===== config.mk =====
export PLATFORM = sky130hd
export DESIGN_NAME = time_set_ctrl
export DESIGN_NICKNAME = d
export VERILOG_FILES = /design/src/rtl/time_set_ctrl.sv
export SDC_FILE = /design/constraint.sdc
export NUM_CORES = 1
export LEC_CHECK = 0
export BUFFER_PORTS_ARGS = -buffer_cell sky130_fd_sc_hd__buf_2
export CAP_MARGIN = 20
export CORE_MARGIN = 3
export CORE_UTILIZATION = 55
export CTS_BUF_LIST = sky130_fd_sc_hd__clkbuf_4 sky130_fd_sc_hd__clkbuf_8
export DETAILED_ROUTE_END_ITERATION = 16
export GPL_ROUTABILITY_DRIVEN = 0
export GPL_TIMING_DRIVEN = 1
export PLACE_DENSITY = 0.81
export REMOVE_ABC_BUFFERS = 1
export SLEW_MARGIN = 20
export SYNTH_ARGS = -nofsm -noshare
export SYNTH_HDL_FRONTEND = slang
export SYNTH_SLANG_ARGS = --single-unit

===== constraint.sdc =====
create_clock -name clk -period 3.9 [get_ports clk]
set_input_delay 0.39 -clock clk [delete_from_list [all_inputs] [get_ports clk]]
set_output_delay 0.39 -clock clk [all_outputs]
set_load 0.005 [all_outputs]

===== src/rtl/time_set_ctrl.sv =====
// Set-mode controller: debounced buttons drive RUN/SET_TIME/SET_DATE,
// field select, inc/dec pulses with auto-repeat, idle timeout and blink.
// Ports: clk; reset (sync, active-high); btn_mode/next/up/down raw inputs;
// mode[1:0]; select[5:0] one-hot field; button_inc/dec pulses; blink.
module time_set_ctrl #(
  parameter int DEBOUNCE_CYC = 16,
  parameter int REPEAT_DELAY = 500,
  parameter int REPEAT_RATE  = 100,
  parameter int TIMEOUT_CYC  = 10000,
  parameter int BLINK_CYC    = 250
) (
  input  logic       clk,
  input  logic       reset,
  input  logic       btn_mode,
  input  logic       btn_next,
  input  logic       btn_up,
  input  logic       btn_down,
  output logic [1:0] mode,
  output logic [5:0] select,
  output logic       button_inc,
  output logic       button_dec,
  output logic       blink
);

  localparam int RMAX = (REPEAT_DELAY > REPEAT_RATE) ?
                        REPEAT_DELAY : REPEAT_RATE;
  localparam int DB_W = $clog2(DEBOUNCE_CYC + 1);
  localparam int RP_W = $clog2(RMAX + 1);
  localparam int TO_W = $clog2(TIMEOUT_CYC + 1);
  localparam int BL_W = $clog2(BLINK_CYC + 1);

  localparam logic [DB_W-1:0] DB_LAST  = DB_W'(DEBOUNCE_CYC - 1);
  localparam logic [RP_W-1:0] DLY_LAST = RP_W'(REPEAT_DELAY - 1);
  localparam logic [RP_W-1:0] RAT_LAST = RP_W'(REPEAT_RATE - 1);
  localparam logic [TO_W-1:0] TO_LAST  = TO_W'(TIMEOUT_CYC - 1);
  localparam logic [BL_W-1:0] BL_LAST  = BL_W'(BLINK_CYC - 1);

  typedef enum logic [1:0] {
    RUN      = 2'b00,
    SET_TIME = 2'b01,
    SET_DATE = 2'b10
  } mode_t;

  // bit order: 0 mode, 1 next, 2 up, 3 down
  logic [3:0]      raw;
  logic [3:0]      sync1;
  logic [3:0]      sync2;
  logic [3:0]      lvl;
  logic [3:0]      lvl_q;
  logic [3:0]      press;
  logic [DB_W-1:0] db_cnt [4];

  mode_t           state_q;
  mode_t           state_d;
  logic [5:0]      sel_d;
  logic            inc_d;
  logic            dec_d;
  logic            rpt_ok;
  logic            rpt_ok_d;
  logic            rpt_ph;
  logic            rpt_ph_d;
  logic [RP_W-1:0] rpt_cnt;
  logic [RP_W-1:0] rpt_cnt_d;
  logic [TO_W-1:0] idle_cnt;
  logic [TO_W-1:0] idle_d;
  logic [BL_W-1:0] bl_cnt;
  logic [BL_W-1:0] bl_cnt_d;
  logic            blink_d;
  logic            in_set;
  logic            chg;
  logic            timeout;
  logic            up_only;
  logic            dn_only;

  assign raw = {btn_down, btn_up, btn_next, btn_mode};

  always_ff @(posedge clk) begin
    if (reset) begin
      sync1 <= '0;
      sync2 <= '0;
      lvl   <= '0;
      lvl_q <= '0;
      for (int i = 0; i < 4; i++) db_cnt[i] <= '0;
    end else begin
      sync1 <= raw;
      sync2 <= sync1;
      lvl_q <= lvl;
      for (int i = 0; i < 4; i++) begin
        if (sync2[i] == lvl[i]) begin
          db_cnt[i] <= '0;
        end else if (db_cnt[i] == DB_LAST) begin
          lvl[i]    <= sync2[i];
          db_cnt[i] <= '0;
        end else begin
          db_cnt[i] <= db_cnt[i] + 1'b1;
        end
      end
    end
  end

  assign press   = lvl & ~lvl_q;
  assign in_set  = (state_q != RUN);
  assign up_only = lvl[2] & ~lvl[3];
  assign dn_only = lvl[3] & ~lvl[2];
  assign timeout = in_set & ~(|press) & (idle_cnt == TO_LAST);

  always_comb begin
    state_d   = state_q;
    sel_d     = select;
    inc_d     = 1'b0;
    dec_d     = 1'b0;
    rpt_ok_d  = rpt_ok;
    rpt_ph_d  = rpt_ph;
    rpt_cnt_d = rpt_cnt;
    idle_d    = idle_cnt;
    blink_d   = blink;
    bl_cnt_d  = bl_cnt;
    chg       = 1'b0;

    if (press[0]) begin
      chg = 1'b1;
      unique case (state_q)
        RUN: begin
          state_d = SET_TIME;
          sel_d   = 6'b000100;
        end
        SET_TIME: begin
          state_d = SET_DATE;
          sel_d   = 6'b001000;
        end
        default: begin
          state_d = RUN;
          sel_d   = 6'b000000;
        end
      endcase
    end else if (press[1] && in_set) begin
      chg = 1'b1;
      if (state_q == SET_TIME) begin
        unique case (1'b1)
          select[2]: sel_d = 6'b000010;
          select[1]: sel_d = 6'b000001;
          default:   sel_d = 6'b000100;
        endcase
      end else begin
        unique case (1'b1)
          select[3]: sel_d = 6'b010000;
          select[4]: sel_d = 6'b100000;
          default:   sel_d = 6'b001000;
        endcase
      end
    end else if (timeout) begin
      chg     = 1'b1;
      state_d = RUN;
      sel_d   = 6'b000000;
    end

    // Repeat is armed by a press and disarmed by any mode/select change;
    // its counter only runs while exactly one of up/down is held.
    if (chg) begin
      rpt_ok_d  = 1'b0;
      rpt_ph_d  = 1'b0;
      rpt_cnt_d = '0;
    end else if (in_set) begin
      if ((press[2] && up_only) || (press[3] && dn_only)) begin
        inc_d     = press[2];
        dec_d     = press[3];
        rpt_ok_d  = 1'b1;
        rpt_ph_d  = 1'b0;
        rpt_cnt_d = '0;
      end else if (rpt_ok && (up_only || dn_only)) begin
        if (rpt_cnt == (rpt_ph ? RAT_LAST : DLY_LAST)) begin
          inc_d     = up_only;
          dec_d     = dn_only;
          rpt_ph_d  = 1'b1;
          rpt_cnt_d = '0;
        end else begin
          rpt_cnt_d = rpt_cnt + 1'b1;
        end
      end else begin
        rpt_ph_d  = 1'b0;
        rpt_cnt_d = '0;
        if (press[2] || press[3]) rpt_ok_d = 1'b1;
      end
    end

    if ((|press) || (state_d == RUN)) begin
      idle_d = '0;
    end else if (idle_cnt != TO_LAST) begin
      idle_d = idle_cnt + 1'b1;
    end

    if (state_d == RUN) begin
      blink_d  = 1'b0;
      bl_cnt_d = '0;
    end else if (state_d != state_q) begin
      blink_d  = 1'b1;
      bl_cnt_d = '0;
    end else if (bl_cnt == BL_LAST) begin
      blink_d  = ~blink;
      bl_cnt_d = '0;
    end else begin
      bl_cnt_d = bl_cnt + 1'b1;
    end
  end

  always_ff @(posedge clk) begin
    if (reset) begin
      state_q    <= RUN;
      select     <= '0;
      button_inc <= 1'b0;
      button_dec <= 1'b0;
      rpt_ok     <= 1'b0;
      rpt_ph     <= 1'b0;
      rpt_cnt    <= '0;
      idle_cnt   <= '0;
      blink      <= 1'b0;
      bl_cnt     <= '0;
    end else begin
      state_q    <= state_d;
      select     <= sel_d;
      button_inc <= inc_d;
      button_dec <= dec_d;
      rpt_ok     <= rpt_ok_d;
      rpt_ph     <= rpt_ph_d;
      rpt_cnt    <= rpt_cnt_d;
      idle_cnt   <= idle_d;
      blink      <= blink_d;
      bl_cnt     <= bl_cnt_d;
    end
  end

  assign mode = state_q;

endmodule


* After elaboration in Yosys (flattened, before gate mapping)
Memories as Yosys holds them, arrays and structs flattened.
Index checks and enable logic that the tools add are counted.
** Word-level totals
- Register bits :: 60
- Bits in writable memories :: 20
- Bits of input ports :: 6
- Output and inout bits :: 11
- Word-level logic and storage cells :: 184
- Memories kept :: 1
** Memories
- db_cnt :: words 4, bits a word 5, rd ports 4, clocked after memory_dff 0, wr ports 4, RTL line 51 : logic [DB_W-1:0] db_cnt [4];
** Cells by class
- Add/sub/neg operators :: 7
- Eq/ne operators :: 16
- Mux-type cells :: 90
- Bitwise operators :: 27
- Reductions and logical operators :: 26
** Operator list (count)
- 1-bit two-way mux :: 63
- 5-bit two-way mux :: 12
- 9-bit two-way mux :: 4
- 6-bit two-way mux :: 4
- 5-bit by 1-bit adder with 5-bit output, second input constant :: 4
- 5-bit by 4-bit == test with 1-bit output, second input constant :: 4
- 14-bit by 1-bit adder with 14-bit output, second input constant :: 1
- 14-bit == test, second input constant :: 1
- 14-bit inequality test, second input constant :: 1
- 1-bit bitwise OR :: 12
- 6-bit one-hot mux with 2 select lines :: 1
- 2-bit AND reduction :: 5
- 9-bit by 1-bit adder with 9-bit output, second input constant :: 1
- 9-bit == test :: 1
- 1-bit inverter :: 9
- 8-bit by 1-bit adder with 8-bit output, second input constant :: 1
- 8-bit == test, second input constant :: 1
- 4-bit one-hot mux with 2 select lines :: 1
- 4-bit OR reduction :: 2
- 2-bit two-way mux :: 3
- 3-bit one-hot mux with 2 select lines :: 1
- 2-bit nonzero test :: 3
- 2-bit OR reduction :: 3
- 1-bit AND :: 4
- 14 further kinds :: 24

* Logic depth before layout (Yosys ltp)
- Depth after elaboration :: 12
- Gate-level depth with buffers :: 7
- Depth with buffers taken out :: 6

* Worst setup path after synthesis
Ideal clock, no wire load.
- Kind :: register to register
- Start point :: register state_q[0], in the netlist mode[0]
- End point :: register rpt_ph
- Library setup time :: 146 ps
- Arrival :: 1697 ps
- Required time :: 3754 ps
- Setup slack :: 2058 ps
- Stages on the path, launching flop included :: 7
- Clock period less this slack :: 1842 ps
- Cell sequence :: dfxtp_1 clkbuf_1 or2_2 clkbuf_1 nand2_1 o311ai_2 nor3_1
** Between the ends
- Cells in the longest elaborated chain, start to end :: 7
- Elaborated cells between the ends (all ways) :: 9
** RTL lines
- start, declared :: RTL line 53 : mode_t state_q;
- start signal, assigned :: RTL line 219 : state_q <= state_d;
- 2-bit nonzero test * :: RTL line 102 : assign in_set = (state_q != RUN);
- 1-bit AND (2 in a row) :: RTL line 105 : assign timeout = in_set & ~(|press) & (idle_cnt == TO_LAST);
- 1-bit two-way mux :: RTL line 151 : end else if (timeout) begin
- 1-bit two-way mux :: RTL line 136 : end else if (press[1] && in_set) begin
- 1-bit two-way mux :: RTL line 120 : if (press[0]) begin
- 2-bit OR reduction (no source line)
- end signal, assigned :: RTL line 224 : rpt_ph <= rpt_ph_d;
- end, declared :: RTL line 60 : logic rpt_ph;
Mark *: on every way between the ends. The rest lies on a longest branch, timed or not.
A chain may end at the register's enable or synchronous reset.

* Final worst setup path
- Start point :: register idle_cnt[0]
- End point :: register rpt_ph
** Between the ends
- Cells in the longest elaborated chain, start to end :: 6
** RTL lines
- start, declared :: RTL line 64 : logic [TO_W-1:0] idle_cnt;
- start signal, assigned :: RTL line 226 : idle_cnt <= idle_d;
- 14-bit == test :: RTL line 105
- 1-bit AND :: RTL line 105
- 1-bit two-way mux :: RTL line 151
- 1-bit two-way mux :: RTL line 136
- 1-bit two-way mux :: RTL line 120
- 2-bit OR reduction (no source line)
No other way between the ends.

==> impl_metrics.csv <==
group,metric,value,unit
routing,first_pass_iters,4,
cells_and_area,fillerInstances,514,
synthesis,synth_cell_type_count,47,
clock_network,clock_sinks,80,
routing,drt-wirelength-per-cell,13.25,microns
power_and_ir_drop,power_frac_seq,57.5,%
routing,met1Wirelength,3023,microns
power_and_ir_drop,intPower,1.177,mW
synthesis,ys.flop_type,"dfxtp_1",
flow_run,maxCapViolCount,0,
sta,period_share,67.54,%
global_route,grt_pass1_vias,2499,
floorplan,die_area,7681,sq um
power_and_ir_drop,power_density,373.8,nW/um^2
global_route,grtUsageTotal,18.39,%
clock_network,htreeDepth,3,
placement,post-dp-hpwl,4480,microns
setup_path,crit_required,4.10,ns
setup_path,crit_path_end_kind,"flop",
floorplan,start_util,57.08,%
power_and_ir_drop,clockPowerShare,40.2,%
synthesis,ys_ff_latch,80,
run_status,run_status,"finished, final reports clean",
clock_network,cts_buffers,9,
sta,fmaxAchievable,379.6,MHz
global_route,grt_antenna_before_repair,0,
placement,io_buffer_count,16,
synthesis,async_reset_ff_share,0,%
synthesis,netlist_area,3666,sq um
sta,fin_setup_tns,0,ns
routing,routed_via_density,5.450,
clock_network,clkTransAtPathRegs,0.08,ns
power_and_ir_drop,vdd_ir_drop_max,295.9,uV
synthesis,yosysTopAreaCell,"dfxtp_1",
sta,hold_ws,0.2551,ns
cells_and_area,final_cells,482,
sta,hold_viol,0,
routing,antenna_left,0,
sta,maxSlewViolCount,0,
floorplan,coreArea,6422,sq um
clock_network,ctsResizeCount,0,
clock_network,tritoncts,"yes",
sta,setup_viol,0,
cells_and_area,n_antenna_cell,0,
hold_path,min_path_type,"primary input to flop",
routing,dr_wl_met3,303,microns
synthesis,synth_common_cells,"dfxtp_1, nor2_1, edfxtp_1",
setup_path,cp_num_buf_inv,0,
routing,drc,0,
setup_path,crit_fanout,15,
synthesis,ys.warnings.count,0,
sta,worstMarginPinSlew,0.7895,ns
sta,rsz0062_at_grt,"false",
power_and_ir_drop,netSwitchingFraction,22.08,%
synthesis,synthMostInstantiatedCell,"dfxtp_1",
cells_and_area,syn2layout_area_growth,10.17,%
synthesis,synth_edf_count,20,
setup_path,crit_arrival,2.83,ns
sta,clock_skew,0.009615,ns
setup_path,cp_cell_sequence,"ha_1 > and4_1 > nand4_1 > o311ai_2 > nor3_1",
floorplan,dieHeight,87.64,microns
synthesis,avgSynthCellArea,9.962,sq um
global_route,grt_pass1_wl,11100,microns
clock_network,clk_path_buf_depth,2,
sta,post-route-min-period,2.634,ns
routing,met2_length,2957,microns
cells_and_area,design_area,4039,sq um
routing,wl,6388,microns
synthesis,synth_area_leaders,"dfxtp_1, edfxtp_1, nor2_1",
floorplan,row_count,29,
placement,placed_cells,466,
synthesis,netlist_instances,368,
clock_network,post_cts_buffers,0,
synthesis,ys_seq_area_share,49.15,%
setup_path,slowest_stage,"o311ai_2",
routing,drt_iter0_markers,172,
setup_path,path_class,"flop to flop",
cells_and_area,drive_gt1_share,11.11,%
placement,placed_area,3839,sq um
global_route,gr-total-overflow,0,
power_and_ir_drop,power.leakage,1.462,nW
power_and_ir_drop,p_switching,333.3,uW
setup_path,max_stage_delay,0.92,ns
routing,top_layer_used,"met4",
clock_network,cts-hold-fix-buffers,0,
floorplan,ioPinCount,17,
setup_path,cp_top_family,"simple AND/OR/NAND/NOR gates",
synthesis,synth_top_area_share,32.76,%
sta,max_slew_margin,47.28,%
cells_and_area,layout.nets,420,
power_and_ir_drop,comb_power_share,2.3,%
global_route,grt_max_degree,29,
routing,via_count,2627,
setup_path,start_kind,"flop",
clock_network,clkLatencyLatePin,0.35,ns
clock_network,cts-root-buf,"clkbuf_8",
floorplan,die_w,87.64,microns
## path summary, 6_finish.rpt
check                         to  slack [ns]  cells past startpoint                startpoint
max          rpt_ph$_SDFFE_PP0P_        1.27                      5  idle_cnt[0]$_SDFFE_PP0P_
min          sync1[0]$_SDFF_PP0_        0.26                      2                  btn_mode
min reg2reg  sync2[0]$_SDFF_PP0_        0.45                      1       sync1[0]$_SDFF_PP0_
max reg2reg  rpt_ph$_SDFFE_PP0P_        1.27                      5  idle_cnt[0]$_SDFFE_PP0P_
## layer usage
metal / global-route usage (%) / up-vias
met5: 0 / -
met4: 7.252 / 0
met3: 4.516 / 10
met2: 29.11 / 55
met1: 24.26 / 1216
li1: - / 1346
## registers in the layout (all words and copies together), names as in the netlist
| signal | count |
|---|---|
| lvl_q | 4 |
| mode | 2 |
| lvl | 4 |
| bl_cnt | 8 |
| select | 6 |
| rpt_cnt | 9 |
| db_cnt | 20 |
| sync2 | 4 |
| button_inc | 1 |
| blink | 1 |
| button_dec | 1 |
| sync1 | 4 |
| idle_cnt | 14 |
| rpt_ph | 1 |
| rpt_ok | 1 |
## power groups by stage
stage | combinational [mW] | clock (mW) | sequential (mW)
finish | 0.0347 | 0.606 | 0.869
global route | 0.0409 | 0.660 | 0.871
CTS | 0.0339 | 0.628 | 0.869
detailed placement | 0.0337 | 0 | 0.888
global placement | 0.0322 | 0 | 0.888
floorplan | 0.0230 | 0 | 0.886
## metrics by stage
stage / util [%] / total power [mW] / setup WS, ns
3_3_place_gp: 59.77 / 0.9201 / 1.447
2_1_floorplan: - / 0.9094 / 1.799
5_1_grt: 62.89 / 1.571 / 1.047
4_1_cts: 62.89 / 1.531 / 1.312
6_report: 62.89 / 1.510 / 1.266
3_5_place_dp: 59.77 / 0.9222 / 1.344
## cells by family (layout without fill, tap and decap cells)
kind of cell | count (synthesis) | count (layout) | synth area share, %
simple gates | 165 | 165 | 23.69
flops | 80 | 80 | 49.15
compound gates | 39 | 39 | 8.669
xor+xnor | 36 | 36 | 8.601
buf+inv | 27 | 45 | 3.379
fa+ha+maj | 14 | 14 | 4.778
mux | 6 | 6 | 1.638
other cells | 1 | 20 | 0.1023
## layout make-up
cell class                 count  area [sq um]  area share [%]
clock buffer                   9         123.9           3.067
clock inverter                 7         76.32           1.890
inverter                      13         48.80           1.208
multi-input combinational    280          1812           44.86
sequential                    80          1802           44.61
tap                           77         96.34           2.385
timing repair buffer          16         80.08           1.983
## cells in the final DEF, fill, tap and decap left out, types with 15 or more instances in the layout
cell type and n:
dfxtp_1 60, conb_1 20, nor2_1 52, xnor2_1 17, buf_2 16, nor3_1 16
edfxtp_1 20, nand3_1 17, nor2b_1 15, xor2_1 19
Note: power is estimated with default switching activity, not from simulation.
